<file path="src/rtl/mem_port_arbiter.sv">
// Arbiter sharing one single-ported unified RAM between instruction fetch and
// load/store traffic; data wins in IDLE, squashed fetches are dropped, and RAM stalls time out.
module mem_port_arbiter #(
    parameter int ADDR_W  = 32,
    parameter int DATA_W  = 32,
    parameter int TIMEOUT = 255
) (
    input  logic              clk,
    input  logic              rst,
    input  logic              if_req,
    input  logic [ADDR_W-1:0] if_addr,
    output logic [DATA_W-1:0] if_rdata,
    output logic              if_valid,
    input  logic              flush,
    input  logic              mem_read,
    input  logic              mem_write,
    input  logic [ADDR_W-1:0] d_addr,
    input  logic [DATA_W-1:0] d_wdata,
    output logic [DATA_W-1:0] d_rdata,
    output logic              d_valid,
    output logic              stall_mem,
    output logic              stall_if,
    output logic              ram_req,
    output logic              ram_we,
    output logic [ADDR_W-1:0] ram_addr,
    output logic [DATA_W-1:0] ram_wdata,
    input  logic [DATA_W-1:0] ram_rdata,
    input  logic              ram_ready,
    output logic              err
);

    localparam int CNT_W = (TIMEOUT < 1) ? 1 : $clog2(TIMEOUT + 1);
    localparam logic [CNT_W-1:0] CNT_MAX = CNT_W'(TIMEOUT);

    typedef enum logic [1:0] {
        IDLE  = 2'd0,
        DBUSY = 2'd1,
        IBUSY = 2'd2
    } state_t;

    state_t state_r;
    state_t state_next_s;

    logic             squash_r;
    logic [CNT_W-1:0] wait_cnt_r;
    logic [CNT_W-1:0] wait_cnt_next_s;

    logic data_req_s;
    logic issue_d_s;
    logic issue_i_s;
    logic busy_s;
    logic done_d_s;
    logic done_i_s;
    logic squash_hit_s;

    // State register.
    always_ff @(posedge clk) begin
        if (rst) begin
            state_r <= IDLE;
        end else begin
            state_r <= state_next_s;
        end
    end

    // Next-state logic: data priority is only decided in IDLE.
    always_comb begin
        state_next_s = state_r;
        case (state_r)
            IDLE: begin
                if (issue_d_s) begin
                    state_next_s = DBUSY;
                end else if (issue_i_s) begin
                    state_next_s = IBUSY;
                end else begin
                    state_next_s = IDLE;
                end
            end
            DBUSY: begin
                if (ram_ready) begin
                    state_next_s = IDLE;
                end else begin
                    state_next_s = DBUSY;
                end
            end
            IBUSY: begin
                if (ram_ready) begin
                    state_next_s = IDLE;
                end else begin
                    state_next_s = IBUSY;
                end
            end
            default: begin
                state_next_s = IDLE;
            end
        endcase
    end

    // Output/strobe decode; a flush on the completing cycle still squashes.
    always_comb begin
        data_req_s   = mem_read | mem_write;
        issue_d_s    = 1'b0;
        issue_i_s    = 1'b0;
        busy_s       = 1'b0;
        done_d_s     = 1'b0;
        done_i_s     = 1'b0;
        squash_hit_s = squash_r | flush;
        case (state_r)
            IDLE: begin
                if (data_req_s) begin
                    issue_d_s = 1'b1;
                end else if (if_req && !flush) begin
                    issue_i_s = 1'b1;
                end else begin
                    issue_d_s = 1'b0;
                end
            end
            DBUSY: begin
                busy_s   = 1'b1;
                done_d_s = ram_ready;
            end
            IBUSY: begin
                busy_s   = 1'b1;
                done_i_s = ram_ready;
            end
            default: begin
                busy_s = 1'b0;
            end
        endcase
        stall_mem = data_req_s & ~d_valid;
        stall_if  = stall_mem | (if_req & ~if_valid);
    end

    // Request registers drive the RAM and stay stable through the transaction.
    always_ff @(posedge clk) begin
        if (rst) begin
            ram_req   <= 1'b0;
            ram_we    <= 1'b0;
            ram_addr  <= {ADDR_W{1'b0}};
            ram_wdata <= {DATA_W{1'b0}};
        end else if (issue_d_s) begin
            ram_req   <= 1'b1;
            ram_we    <= mem_write;
            ram_addr  <= d_addr;
            ram_wdata <= d_wdata;
        end else if (issue_i_s) begin
            ram_req   <= 1'b1;
            ram_we    <= 1'b0;
            ram_addr  <= if_addr;
            ram_wdata <= ram_wdata;
        end else if (done_d_s || done_i_s) begin
            ram_req   <= 1'b0;
            ram_we    <= 1'b0;
            ram_addr  <= ram_addr;
            ram_wdata <= ram_wdata;
        end else begin
            ram_req   <= ram_req;
            ram_we    <= ram_we;
            ram_addr  <= ram_addr;
            ram_wdata <= ram_wdata;
        end
    end

    // Completion: capture read data and emit one-cycle valid pulses.
    always_ff @(posedge clk) begin
        if (rst) begin
            d_valid  <= 1'b0;
            if_valid <= 1'b0;
            d_rdata  <= {DATA_W{1'b0}};
            if_rdata <= {DATA_W{1'b0}};
        end else begin
            d_valid  <= done_d_s;
            if_valid <= done_i_s & ~squash_hit_s;
            if (done_d_s && !ram_we) begin
                d_rdata <= ram_rdata;
            end else begin
                d_rdata <= d_rdata;
            end
            if (done_i_s && !squash_hit_s) begin
                if_rdata <= ram_rdata;
            end else begin
                if_rdata <= if_rdata;
            end
        end
    end

    // Squash lives only while the fetch it belongs to is still in IBUSY.
    always_ff @(posedge clk) begin
        if (rst) begin
            squash_r <= 1'b0;
        end else if ((state_r == IBUSY) && !ram_ready) begin
            squash_r <= squash_r | flush;
        end else begin
            squash_r <= 1'b0;
        end
    end

    // Saturating wait counter; cleared whenever a new transaction is issued.
    always_comb begin
        wait_cnt_next_s = wait_cnt_r;
        if (issue_d_s || issue_i_s) begin
            wait_cnt_next_s = {CNT_W{1'b0}};
        end else if (busy_s && !ram_ready && (wait_cnt_r != CNT_MAX)) begin
            wait_cnt_next_s = wait_cnt_r + CNT_W'(1);
        end else begin
            wait_cnt_next_s = wait_cnt_r;
        end
    end

    // Wait counter and sticky timeout flag.
    always_ff @(posedge clk) begin
        if (rst) begin
            wait_cnt_r <= {CNT_W{1'b0}};
            err        <= 1'b0;
        end else begin
            wait_cnt_r <= wait_cnt_next_s;
            if (busy_s && !ram_ready && (wait_cnt_next_s == CNT_MAX)) begin
                err <= 1'b1;
            end else begin
                err <= err;
            end
        end
    end

endmodule

</file>
<file path="config.mk">
export PLATFORM = sky130hd
export DESIGN_NAME = mem_port_arbiter
export DESIGN_NICKNAME = d
export VERILOG_FILES = /design/src/rtl/mem_port_arbiter.sv
export SDC_FILE = /design/constraint.sdc
export NUM_CORES = 1
export LEC_CHECK = 0
export CORE_MARGIN = 8
export CORE_UTILIZATION = 25
export CTS_BUF_LIST = sky130_fd_sc_hd__clkbuf_8
export DETAILED_ROUTE_END_ITERATION = 10
export PLACE_DENSITY = 0.64
export SLEW_MARGIN = 20
export SYNTH_ARGS = -nofsm -noshare
export SYNTH_HDL_FRONTEND = slang
export SYNTH_SLANG_ARGS = --single-unit
</file>
<file path="constraint.sdc">
create_clock -name clk -period 2.2 [get_ports clk]
set_clock_uncertainty 0.15 [all_clocks]
set_input_delay 0.44 -clock clk [delete_from_list [all_inputs] [get_ports clk]]
set_output_delay 0.44 -clock clk [all_outputs]
set_load 0.02 [all_outputs]
</file>
== After elaboration in Yosys (flattened, before gate mapping) ==
Cells that the tools add are included.
Word-level totals
  register bits after elaboration: 144
  latch bits: 0
  memory bits (writable): 0
  ROM bits: 0
  input bits: 135
  word-level logic and storage cells: 67
  memories: 0
Cells by class
  $add $sub $neg: 1
  $mul: 0
  div/mod/pow operators: 0
  magnitude comparators: 0
  equal/unequal tests: 4
  shifts and indexed selects: 0
  muxes and demuxes: 22
  bitwise operators: 10
  reduce and logical (&&, ||, !) cells: 18
Operators by type and width (count)
  two-way mux 32 bit: 2
  two-way mux 8 bit: 2
  two-way mux 1 bit: 14
  adder 8 x 1 -> 8 bit (second input constant): 1
  equality test 8 bit (second input constant): 1
  != test 8 bit (second input constant): 1
  logical AND 1 bit: 7
  two-way mux 2 bit: 3
  case mux 2 bit (3 select lines): 1
  logical NOT 1 bit: 4
  NOT 1 bit: 4
  OR reduction 2 bit: 2
  bitwise AND 1 bit: 3
  bitwise OR 1 bit: 3
  nonzero test 3 bit: 1
  equality test 2 x 1 -> 1 bit (second input constant): 1
  equality test 2 bit (second input constant): 1
  logical NOT 2 bit: 1
  logical OR 1 bit: 2
  nonzero test 2 bit: 1

== Longest topological paths before layout ==
  word-level depth: 9
  depth in mapped cells: 8

== Least setup slack after synthesis ==
No wires, ideal clock.
  kind: register -> register
  start point: register wait_cnt_r[0]
  end point: register err
  arrival time: 1732 ps
  required time: 1958 ps
  path slack: 226 ps
  stages on the path, launching flop included: 7
  path buffers: 0
  clock period less this slack: 1974 ps
  path through: dfxtp_1 ha_1 nand3_2 nor3_1 mux2i_1 or3_1 o32ai_1
On the way
  longest elaborated chain between the ends: 6
  elaborated cells between the ends (all ways): 7
RTL lines
  from (decl): line 45  | logic [CNT_W-1:0] wait_cnt_r;
  from (signal assigned): line 212  | wait_cnt_r <= {CNT_W{1'b0}};
  from (signal assigned): line 215  | wait_cnt_r <= wait_cnt_next_s;
  branches (longest 2 deep; another with adder 8 x 1 -> 8 bit)
  two-way mux 8 bit *: line 202  | end else if (busy_s && !ram_ready && (wait_cnt_r != CNT_MAX)) begin
  two-way mux 8 bit *: line 200  | if (issue_d_s || issue_i_s) begin
  equality test 8 bit *: line 216  | if (busy_s && !ram_ready && (wait_cnt_next_s == CNT_MAX)) begin
  logical AND 1 bit *: line 216
  to (signal assigned): line 219  | err <= err;
  to (decl): line 29  | output logic err
Every way passes the cells marked *.
A chain may end at the register's enable or synchronous reset.

== Worst setup path in the final report ==
  start point: input mem_write
  end point: output stall_if
On the way
  longest elaborated chain between the ends: 3
RTL lines
  from (decl): line 16  | input logic mem_write,
  bitwise OR 1 bit: line 100  | data_req_s = mem_read | mem_write;
  bitwise AND 1 bit: line 129  | stall_mem = data_req_s & ~d_valid;
  bitwise OR 1 bit: line 130  | stall_if = stall_mem | (if_req & ~if_valid);
  to (decl): line 22  | output logic stall_if,
No other way between the ends.

==> reports/results.ini <==
[die]
dieArea_um2=26900
die_height_um=164
core-area_um2=21700
io_pins=270
fp-row-count=54
start_util_pct=25.2
fp.dieW_um=164

[min_path]
hp-class=input port to flip-flop
hold_depth=4
worstHoldEndpoint=err
min_from=rst

[timing]
min_period_ns=2.11
finalCritPeriodShare_pct=96.0
rsz0062_at_grt=no
finalMaxSlewViolations=0
tightest_slew_ns=0.741
setup_ws_ns=0.0873
fmax_ghz=0.473
max_slew_margin_pct=50.6
hold_violations=0
finalSetupViolCount=0
whs_ns=0.303

[pwr]
internal-power_mw=4.45
seq_power_share_pct=44.8
p_leak_nw=3.32
clkPwrFrac_pct=33.6
powerDensity_nw_per_um2=694
pwr-share-comb_pct=21.6
switching_share_pct=29.6
vdd_drop_max_mv=0.334
switchingPower_mw=1.88

[clock_network]
clock-sinks=144
clkTransAtPathRegs_ns=0.08
clkLatencyLatePin_ns=0.43
clockRootBuffer=clkbuf_8
numCtsBuffers=17
cts_setup_buffers=0
cts_tree=done
htreeDepth=4
clockBufferDepth=2

[placement]
dp_cells=1226
place_congestion=0.790
placed_cell_area_um2=8720
dp_slack_ns=-0.263
io_buffers=269
dp_hpwl_mm=14.5

[routing]
via_per_inst=4.46
dr.pass1.iters=4
via_count=5611
drtIter0Drc=270
wirelength_mm=20.3
remaining_drc_errors=0
wl_per_cell_um=16.1
ant_nets=0

[synth]
syn_nets=838
ys_seq_area_share_pct=52.7
yosys_warnings=0
syn_inst=698
synth_compound_area_share_pct=16.4
ys_seq_elements=144
syn-mean-instance-area_um2=7.84
synth_cell_type_count=38
ys_async_sr_fraction_pct=0
synth_adder_area_share_pct=1.14
netlist_area_um2=5470
yosys.area_share.simple_pct=24.3
synth_flop_cell=dfxtp_1
synthMuxAreaShare_pct=0.366
synth_top_family_by_area=simple AND/OR/NAND/NOR gates
synth-xor-area-share_pct=0.960
synth_edf_count=0

[critical_path]
ff2ff_path_depth=7
rr_startpoint=state_r[1]
reg2reg_slack_ns=0.17
crit_path_max_fanout=2
required_ns=1.61
r2r-end=err
worstSetupPathType=input port to primary output
critPathSlowestCell=clkdlybuf4s50_1
cp-end-kind=primary output
crit_top_cell=buf_4
start_kind=input port
cpPeakStageDelay_ns=0.43
crit_chain=clkdlybuf4s50_1, buf_4, nor2_2, buf_4, o22ai_4, buf_12
crit_arrival_ns=1.52

[cells_and_area]
final_cell_mix=nand2_1, clkdlybuf4s50_1, dfxtp_1, a21oi_1, nor2_1
n_antenna_cell=0
nNetsFinal=1105
drive_gt1_share_pct=7.67
stdcell_area_um2=9120
syn2layout_area_growth_pct=66.7
fillerInstances=2154
stdcell_count=1258

[grt]
antenna_found_initial=0
first_global_vias=5741
track_usage_pct=14.9
overflow=0
grt_pass1_wl_mm=31.4
grt_start_max_net_pins=137

[job]
maxCapViolCount=0

[status]
status=completed

## area by class of cell
type	instances	area [um2]	share of cell area, %
tap	280	350	3.84
timing repair buffer	300	3080	33.8
clock buffer	17	234	2.56
clock inverter	15	148	1.62
multi-input combinational	496	2400	26.3
sequential	144	2880	31.6
inverter	6	22.5	0.247
## cell families after synthesis
logic type	count (synthesis)
AO/OA/AOI/OAI	147
adder cells (fa/ha/maj)	5
buffers and inverters	58
multiplexers	2
flip-flops	144
AND/OR/NAND/NOR	336
XOR/XNOR	6
## metal layers
metal / track usage [%] / vias to the layer above / wire, um
met1: 17.0 / 2586 / 8480
li1: - / 2844 / -
met2: 25.1 / 156 / 9890
met4: 6.28 / 0 / 516
met3: 5.09 / 25 / 1420
met5: 0 / - / 0
## power by group through the flow
stage	registers [mW]	clock network, mW	logic, mW
after floorplan	3.08	0	0.396
after global placement	2.90	0	1.37
after detailed placement	2.90	0	1.38
after CTS	2.84	2.22	1.38
after global routing	2.86	2.32	1.48
final	2.84	2.12	1.37
## critical path: cells and delay by family
kind,cells,cell delay [ns]
compound gates,1,0.07
buf+inv,4,0.87
simple gates,1,0.13
## cells in the mapped netlist, drive strengths merged (3+ instances only)
master | count | area, um2
nand2 | 262 | 983
dfxtp | 144 | 2880
a21oi | 101 | 505
nor2 | 51 | 191
clkbuf | 47 | 178
a311oi | 32 | 280
inv | 6 | 22.5
buf | 5 | 27.5
ha | 5 | 62.6
o21ai | 5 | 25.0
xnor2 | 5 | 43.8
nand3 | 4 | 30.0
nor2b | 4 | 25.0
a31oi | 3 | 18.8
nor3 | 3 | 15.0
## sequential cells by signal, indices dropped and copies added, names as in the netlist
| name | cells |
|---|---|
| wait_cnt_r | 8 |
| ram_wdata | 32 |
| err | 1 |
| squash_r | 1 |
| state_r | 2 |
| ram_addr | 32 |
| ram_req | 1 |
| d_valid | 1 |
| d_rdata | 32 |
| if_valid | 1 |
| ram_we | 1 |
| if_rdata | 32 |
## worst max-delay path by stage
stage,cells after the start,endpoint,slack (ns),startpoint
global placement,7,ram_we,-0.17,if_req
finish,6,stall_if,0.09,mem_write
detailed placement,6,ram_addr[10],-0.26,if_req
floorplan,6,err,0.23,wait_cnt_r[0]
CTS,6,stall_if,0.02,mem_write
global route,6,stall_if,0.004,mem_write
## stage by stage
| step | setup TNS [ns] | utilization [%] | power (mW) |
|---|---|---|---|
| floorplan | 0 | - | 3.47 |
| global placement | -6.47 | 40.2 | 4.26 |
| detailed placement | -8.83 | 40.2 | 4.28 |
| CTS | 0 | 42.0 | 6.44 |
| global route | 0 | 42.1 | 6.66 |
| finish | 0 | 42.1 | 6.33 |
## what timing repair did
action / 4_1_cts / 5_1_grt
gates resized for setup: 4 / 5
endpoints found under the setup margin: 2 / 23
hold buffers: 0 / 0
Power figures use the tool's default switching activity.
==> variant 1: new RTL, same flow settings <==
Encoding of `state_t`: now one-hot (3 bits for 3 states).
--- a/src/rtl/mem_port_arbiter.sv
+++ b/src/rtl/mem_port_arbiter.sv
@@ -32,10 +32,10 @@
     localparam int CNT_W = (TIMEOUT < 1) ? 1 : $clog2(TIMEOUT + 1);
     localparam logic [CNT_W-1:0] CNT_MAX = CNT_W'(TIMEOUT);
 
-    typedef enum logic [1:0] {
-        IDLE  = 2'd0,
-        DBUSY = 2'd1,
-        IBUSY = 2'd2
+    typedef enum logic [2:0] {
+        IDLE  = 3'b001,
+        DBUSY = 3'b010,
+        IBUSY = 3'b100
     } state_t;
 
     state_t state_r;
Behaviour: no difference found for any inputs over 4 cycles, from zero or initial values and one cycle with rst high; so few cycles prove little.
==> variant 1 against the unedited design <==
- setup slack worse by 0.0070 ns
- routed wire length rose by 1.0%
- cell area down 0.73%
- total power rose by 2.4%
- area after synthesis grew 1.7%
- core utilization decreased by 0.56 points
- sequential cell count is 1 higher
- final cell count shrank 0.24%
- critical endpoint is now stall_mem
==> variant 1: results (changes against the unedited design) <==
Finished Layout Cells -> 1255 (-0.24%)
FF-to-FF path depth -> 5 (-2)
Post-synth EDFFs -> 0 (unchanged)
Initial DRT Pass Iterations -> 6 (+2)
Cts bufs inserted -> 17 (unchanged)
Worst path max stage delay -> 0.48 ns (+0.05 ns)
Fill cell count -> 2213 (+2.7%)
Tot GR Track Use -> 14.4% (-0.48 points)
Routed len/inst -> 16.3 um (+1.3%)
Peak VDD IR -> 0.279 mV (-16%)
Clock insertion delay at the later pin of the skew report -> 0.44 ns
Routed vias -> 5667 (+1.0%)
DP HPWL -> 14.8 mm (+1.8%)
Reg2reg start -> state_r[0]
Reg2Reg Setup Slack -> 0.20 ns (+0.03 ns)
Antenna violations before repair -> 0 (unchanged)
Ranking of synthesized cells by area -> dfxtp_1, nand2_1, a21oi_1
GPL Wtd Cong -> 0.752 (-4.9%)
Port-buffer cells -> 269 (unchanged)
Htree depth -> 4 (unchanged)
Min-Delay Endpoint -> wait_cnt_r[4]
Cells after synthesis -> 701 (+0.43%)
LEAKAGE -> 3.26 nW (-1.9%)
Worst-path clk slew -> 0.08 ns (about the same)
CP max stage cell -> clkdlybuf4s50_1
First-pass GRT wire length -> 30.7 mm (-2.2%)
Hold path start -> rst
Hold-critical path depth -> 2 (-2)
Max Fanout on Critical Path -> 3 (+1)
Syn nets -> 837 (-0.12%)
Measured slew at the worst slew-check pin -> 0.605 ns (-0.137 ns)
Number of global-route vias before repair -> 5467 (-4.8%)
HP Class -> input port to flop
Synth unique cells -> 46 (+21%)
DR iter-0 viols -> 334 (+24%)
Dpl cell area -> 8670 um^2 (-0.56%)
Ys Warns -> 0 (unchanged)
R2r endpoint -> ram_addr[19]
CTS Buffer Depth -> 2 (unchanged)
Status -> finished, final reports clean
Synth async-reset ratio -> 0% (unchanged)
Root buf cell -> clkbuf_8
Total internal power -> 4.48 mW (+0.49%)
Nets -> 1097 (-0.72%)
Largest net degree at the start of global routing -> 79 (-42%)
Commonest cells post-synth -> nand2_1, dfxtp_1, a21oi_1, nor2_1, clkbuf_1
Sequential area share after synthesis -> 52.2% (-0.52 points)
Share of layout cells above drive strength 1 -> 7.49% (-0.17 points)
Inst Count DP -> 1222 (-0.33%)
Fin. max-slew vios -> 0 (unchanged)
## variant 1: worst max-delay path by stage
stage / from / end / slack, ns / cells past startpoint
floorplan: ram_ready / d_rdata[10] / 0.33 / 7
global placement: mem_write / stall_if / -0.45 / 4
detailed placement: mem_write / stall_if / -0.46 / 4
CTS: mem_write / stall_if / -0.002 / 4
global route: mem_read / stall_mem / 0.03 / 4
finish: mem_read / stall_mem / 0.08 / 4
## variant 1: cells by family (layout without fill, tap and decap cells)
kind of cell	count (synthesis)	in the layout	synth area share (%)
AND/OR/NAND/NOR	344	344	25.4
AO/OA/AOI/OAI	151	151	16.8
flip-flops	145	145	52.2
buffers and inverters	57	330	4.83
XOR/XNOR	2	2	0.450
adder cells (fa/ha/maj)	1	1	0.225
multiplexers	1	1	0.180
other	0	1	0
## variant 1: metal layers
layer	wire [um]	GRT usage (%)
met2	8930	21.8
met4	299	4.91
met3	2340	6.52
met1	8940	17.8
met5	0	0
## variant 1: stage by stage
step           TNS [ns]  worst slack (ns)  total power [mW]  hold WS (ns)  utilization, %
6_report              0            0.0803              6.48         0.142            41.5
5_1_grt               0            0.0261              6.86         0.104            41.5
4_1_cts        -0.00209          -0.00209              6.61        0.0994            41.5
3_5_place_dp     -11.24            -0.456              4.49         0.296            39.7
3_3_place_gp     -10.46            -0.452              4.48         0.290            39.7
2_1_floorplan         0             0.330              3.67         0.356               -
## variant 1: power groups by stage
stage,Combinational (mW),Sequential [mW],Clock [mW]
final,1.52,2.90,2.07
after global routing,1.64,2.92,2.29
after CTS,1.54,2.90,2.18
after detailed placement,1.53,2.96,0
after global placement,1.53,2.95,0
after floorplan,0.511,3.15,0
## variant 1: area by class of cell
cell class / count / area, um^2 / area share (%)
well taps: 280 / 350 / 3.87
diodes: 1 / 2.50 / 0.0276
flip-flops and latches: 145 / 2900 / 32.1
inverters: 3 / 11.3 / 0.124
clock inverters: 14 / 131 / 1.45
clock buffers: 18 / 248 / 2.74
multi-input cells: 499 / 2420 / 26.7
repair buffers: 295 / 2990 / 33.0
## variant 1: repair_timing
action,in CTS,in global routing
resized for setup,5,3
pin swaps,0,1
setup buffers,0,0
endpoints found under the setup margin,3,2
## variant 1: critical path, delay by kind of cell
| family | cells | cell delay, ns |
|---|---|---|
| buffers and inverters | 2 | 0.81 |
| AND/OR/NAND/NOR | 2 | 0.28 |
==> variant 2: new RTL, same settings <==
Without the edit above. The parameter `DATA_W` goes from 32 to 24.
--- a/src/rtl/mem_port_arbiter.sv
+++ b/src/rtl/mem_port_arbiter.sv
@@ -2,7 +2,7 @@
 // load/store traffic; data wins in IDLE, squashed fetches are dropped, and RAM stalls time out.
 module mem_port_arbiter #(
     parameter int ADDR_W  = 32,
-    parameter int DATA_W  = 32,
+    parameter int DATA_W  = 24,
     parameter int TIMEOUT = 255
 ) (
     input  logic              clk,
Interface: changed (5 resized); port bits go from 270 to 230. The function was not compared with the original's and may differ.
==> variant 2 against the unedited design <==
- hold slack lost 0.11 ns
- setup slack got worse by 0.016 ns
- clock power fell by 2%
- area after synthesis down 13%
- total power shrank 11%
- sequential cell count is 24 lower
- critical path depth decreased by 2
- cell area fell by 13%
- synthesized cell count shrank 14%
- routed wire length fell by 19%
- global-route usage is 1.0 points lower
==> variant 2: results (changes against the unedited design) <==
DR iter-0 viols -> 296 (+9.6%)
Worst Path Arrival -> 1.54 ns (+0.02 ns)
Hold-critical path depth -> 2 (-2)
Status -> finished, final reports clean
Worst-path clk slew -> 0.08 ns (about the same)
Sequential area share after synthesis -> 50.5% (-2.2 points)
Initial DRT Pass Iterations -> 4 (unchanged)
Share of layout cells above drive strength 1 -> 9.74% (+2.1 points)
DP HPWL -> 12.0 mm (-17%)
Synth Area in Adders -> 1.31% (+0.17 points)
Diodes inserted -> 0 (unchanged)
Root buf cell -> clkbuf_8
Hold path start -> rst
Quantity of gates resized following cts -> 5 (+1)
Fill cell count -> 1901 (-12%)
Peak VDD IR -> 0.334 mV (+0.10%)
CTS Buffer Depth -> 2 (unchanged)
Nets -> 964 (-13%)
Total Routed Length -> 16.5 mm (-19%)
Port-buffer cells -> 229 (-15%)
Post-synthesis compound-gate area fraction -> 16.2% (-0.18 points)
Ranking of synthesized cells by area -> dfxtp_1, nand2_1, a21oi_1
First-pass GRT wire length -> 26.3 mm (-16%)
Avg Vias per Cell -> 4.54 (+1.8%)
Reg2reg start -> wait_cnt_r[1]
Number of global-route vias before repair -> 4888 (-15%)
Synth unique cells -> 42 (+11%)
Min-Delay Endpoint -> ram_we
NetSw -> 1.55 mW (-17%)
Max-Slew Margin vs Limit -> 65.7% (+15 points)
Max Fanout on Critical Path -> 3 (+1)
Tot GR Track Use -> 13.9% (-1.0 points)
Largest net degree at the start of global routing -> 53 (-61%)
Synth async-reset ratio -> 0% (unchanged)
Synth Area in XOR/XNOR -> 0.920% (-0.040 points)
Setup Fix Bufs, Post-CTS -> 0 (unchanged)
GPL Wtd Cong -> 0.763 (-3.5%)
LEAKAGE -> 2.97 nW (-11%)
Portion of netlist area occupied by mux cells -> 0.210% (-0.16 points)
Cts bufs inserted -> 17 (unchanged)
FF-to-FF path depth -> 6 (-1)
Max FFs per register -> 32
Syn nets -> 727 (-13%)
Commonest cells post-synth -> nand2_1, dfxtp_1, a21oi_1, nor2_1, a311oi_1
==> variant 2: worst max path at each step <==
stage               cells past startpoint  startpoint       end
global placement                        4   mem_write  stall_if
finish                                  4   mem_write  stall_if
detailed placement                      4   mem_write  stall_if
floorplan                               7  state_r[0]       err
global route                            4   mem_write  stall_if
CTS                                     4   mem_write  stall_if
==> variant 2: routing by layer <==
| metal | part of all wire (%) | wire, um | vias up | global-route usage [%] |
|---|---|---|---|---|
| met3 | 11 | 1760 | 20 | 6.78 |
| li1 | - | - | 2504 | - |
| met4 | 1.5 | 256 | 0 | 4.95 |
| met1 | 43 | 7060 | 2247 | 16.3 |
| met5 | 0 | 0 | - | 0 |
| met2 | 45 | 7460 | 159 | 21.5 |
==> variant 2: cell families after synthesis <==
group | count (synthesis)
AND/OR/NAND/NOR | 298
AO/OA/AOI/OAI | 122
flip-flops | 120
buffers and inverters | 52
XOR/XNOR | 5
adder cells (fa/ha/maj) | 5
multiplexers | 1
==> variant 2: final cells by class <==
cell class | instances | area [um^2] | share of cell area, %
inverter | 5 | 18.8 | 0.235
tap | 234 | 293 | 3.67
sequential | 120 | 2400 | 30.1
clock inverter | 11 | 131 | 1.65
timing repair buffer | 265 | 2660 | 33.3
clock buffer | 20 | 275 | 3.45
multi-input combinational | 431 | 2200 | 27.6
==> variant 2: critical path, stage by stage <==
cell             delay [ns]
clkdlybuf4s50_1        0.47
nor2_4                 0.19
o22ai_1                0.10
dlygate4sd2_1          0.33
==> variant 2: power groups by stage <==
stage	registers [mW]	clock network (mW)	logic [mW]
floorplan	2.58	0	0.368
detailed placement	2.43	0	1.22
global route	2.39	2.25	1.31
global placement	2.42	0	1.21
CTS	2.38	2.16	1.22
finish	2.38	2.07	1.21
==> variant 2: through the flow <==
| step | hold slack, ns | setup WS, ns | setup TNS, ns | area [um^2] | instances |
|---|---|---|---|---|---|
| after floorplan | 0.362 | 0.294 | 0 | 4760 | 603 |
| after global routing | 0.172 | 0.0437 | 0 | 7980 | 1086 |
| final | 0.197 | 0.0717 | 0 | 7980 | 1086 |
| after CTS | 0.158 | 0.0628 | 0 | 7950 | 1086 |
| after detailed placement | 0.296 | -0.329 | -6.29 | 7540 | 1055 |
| after global placement | 0.291 | -0.332 | -5.49 | 7540 | 1055 |
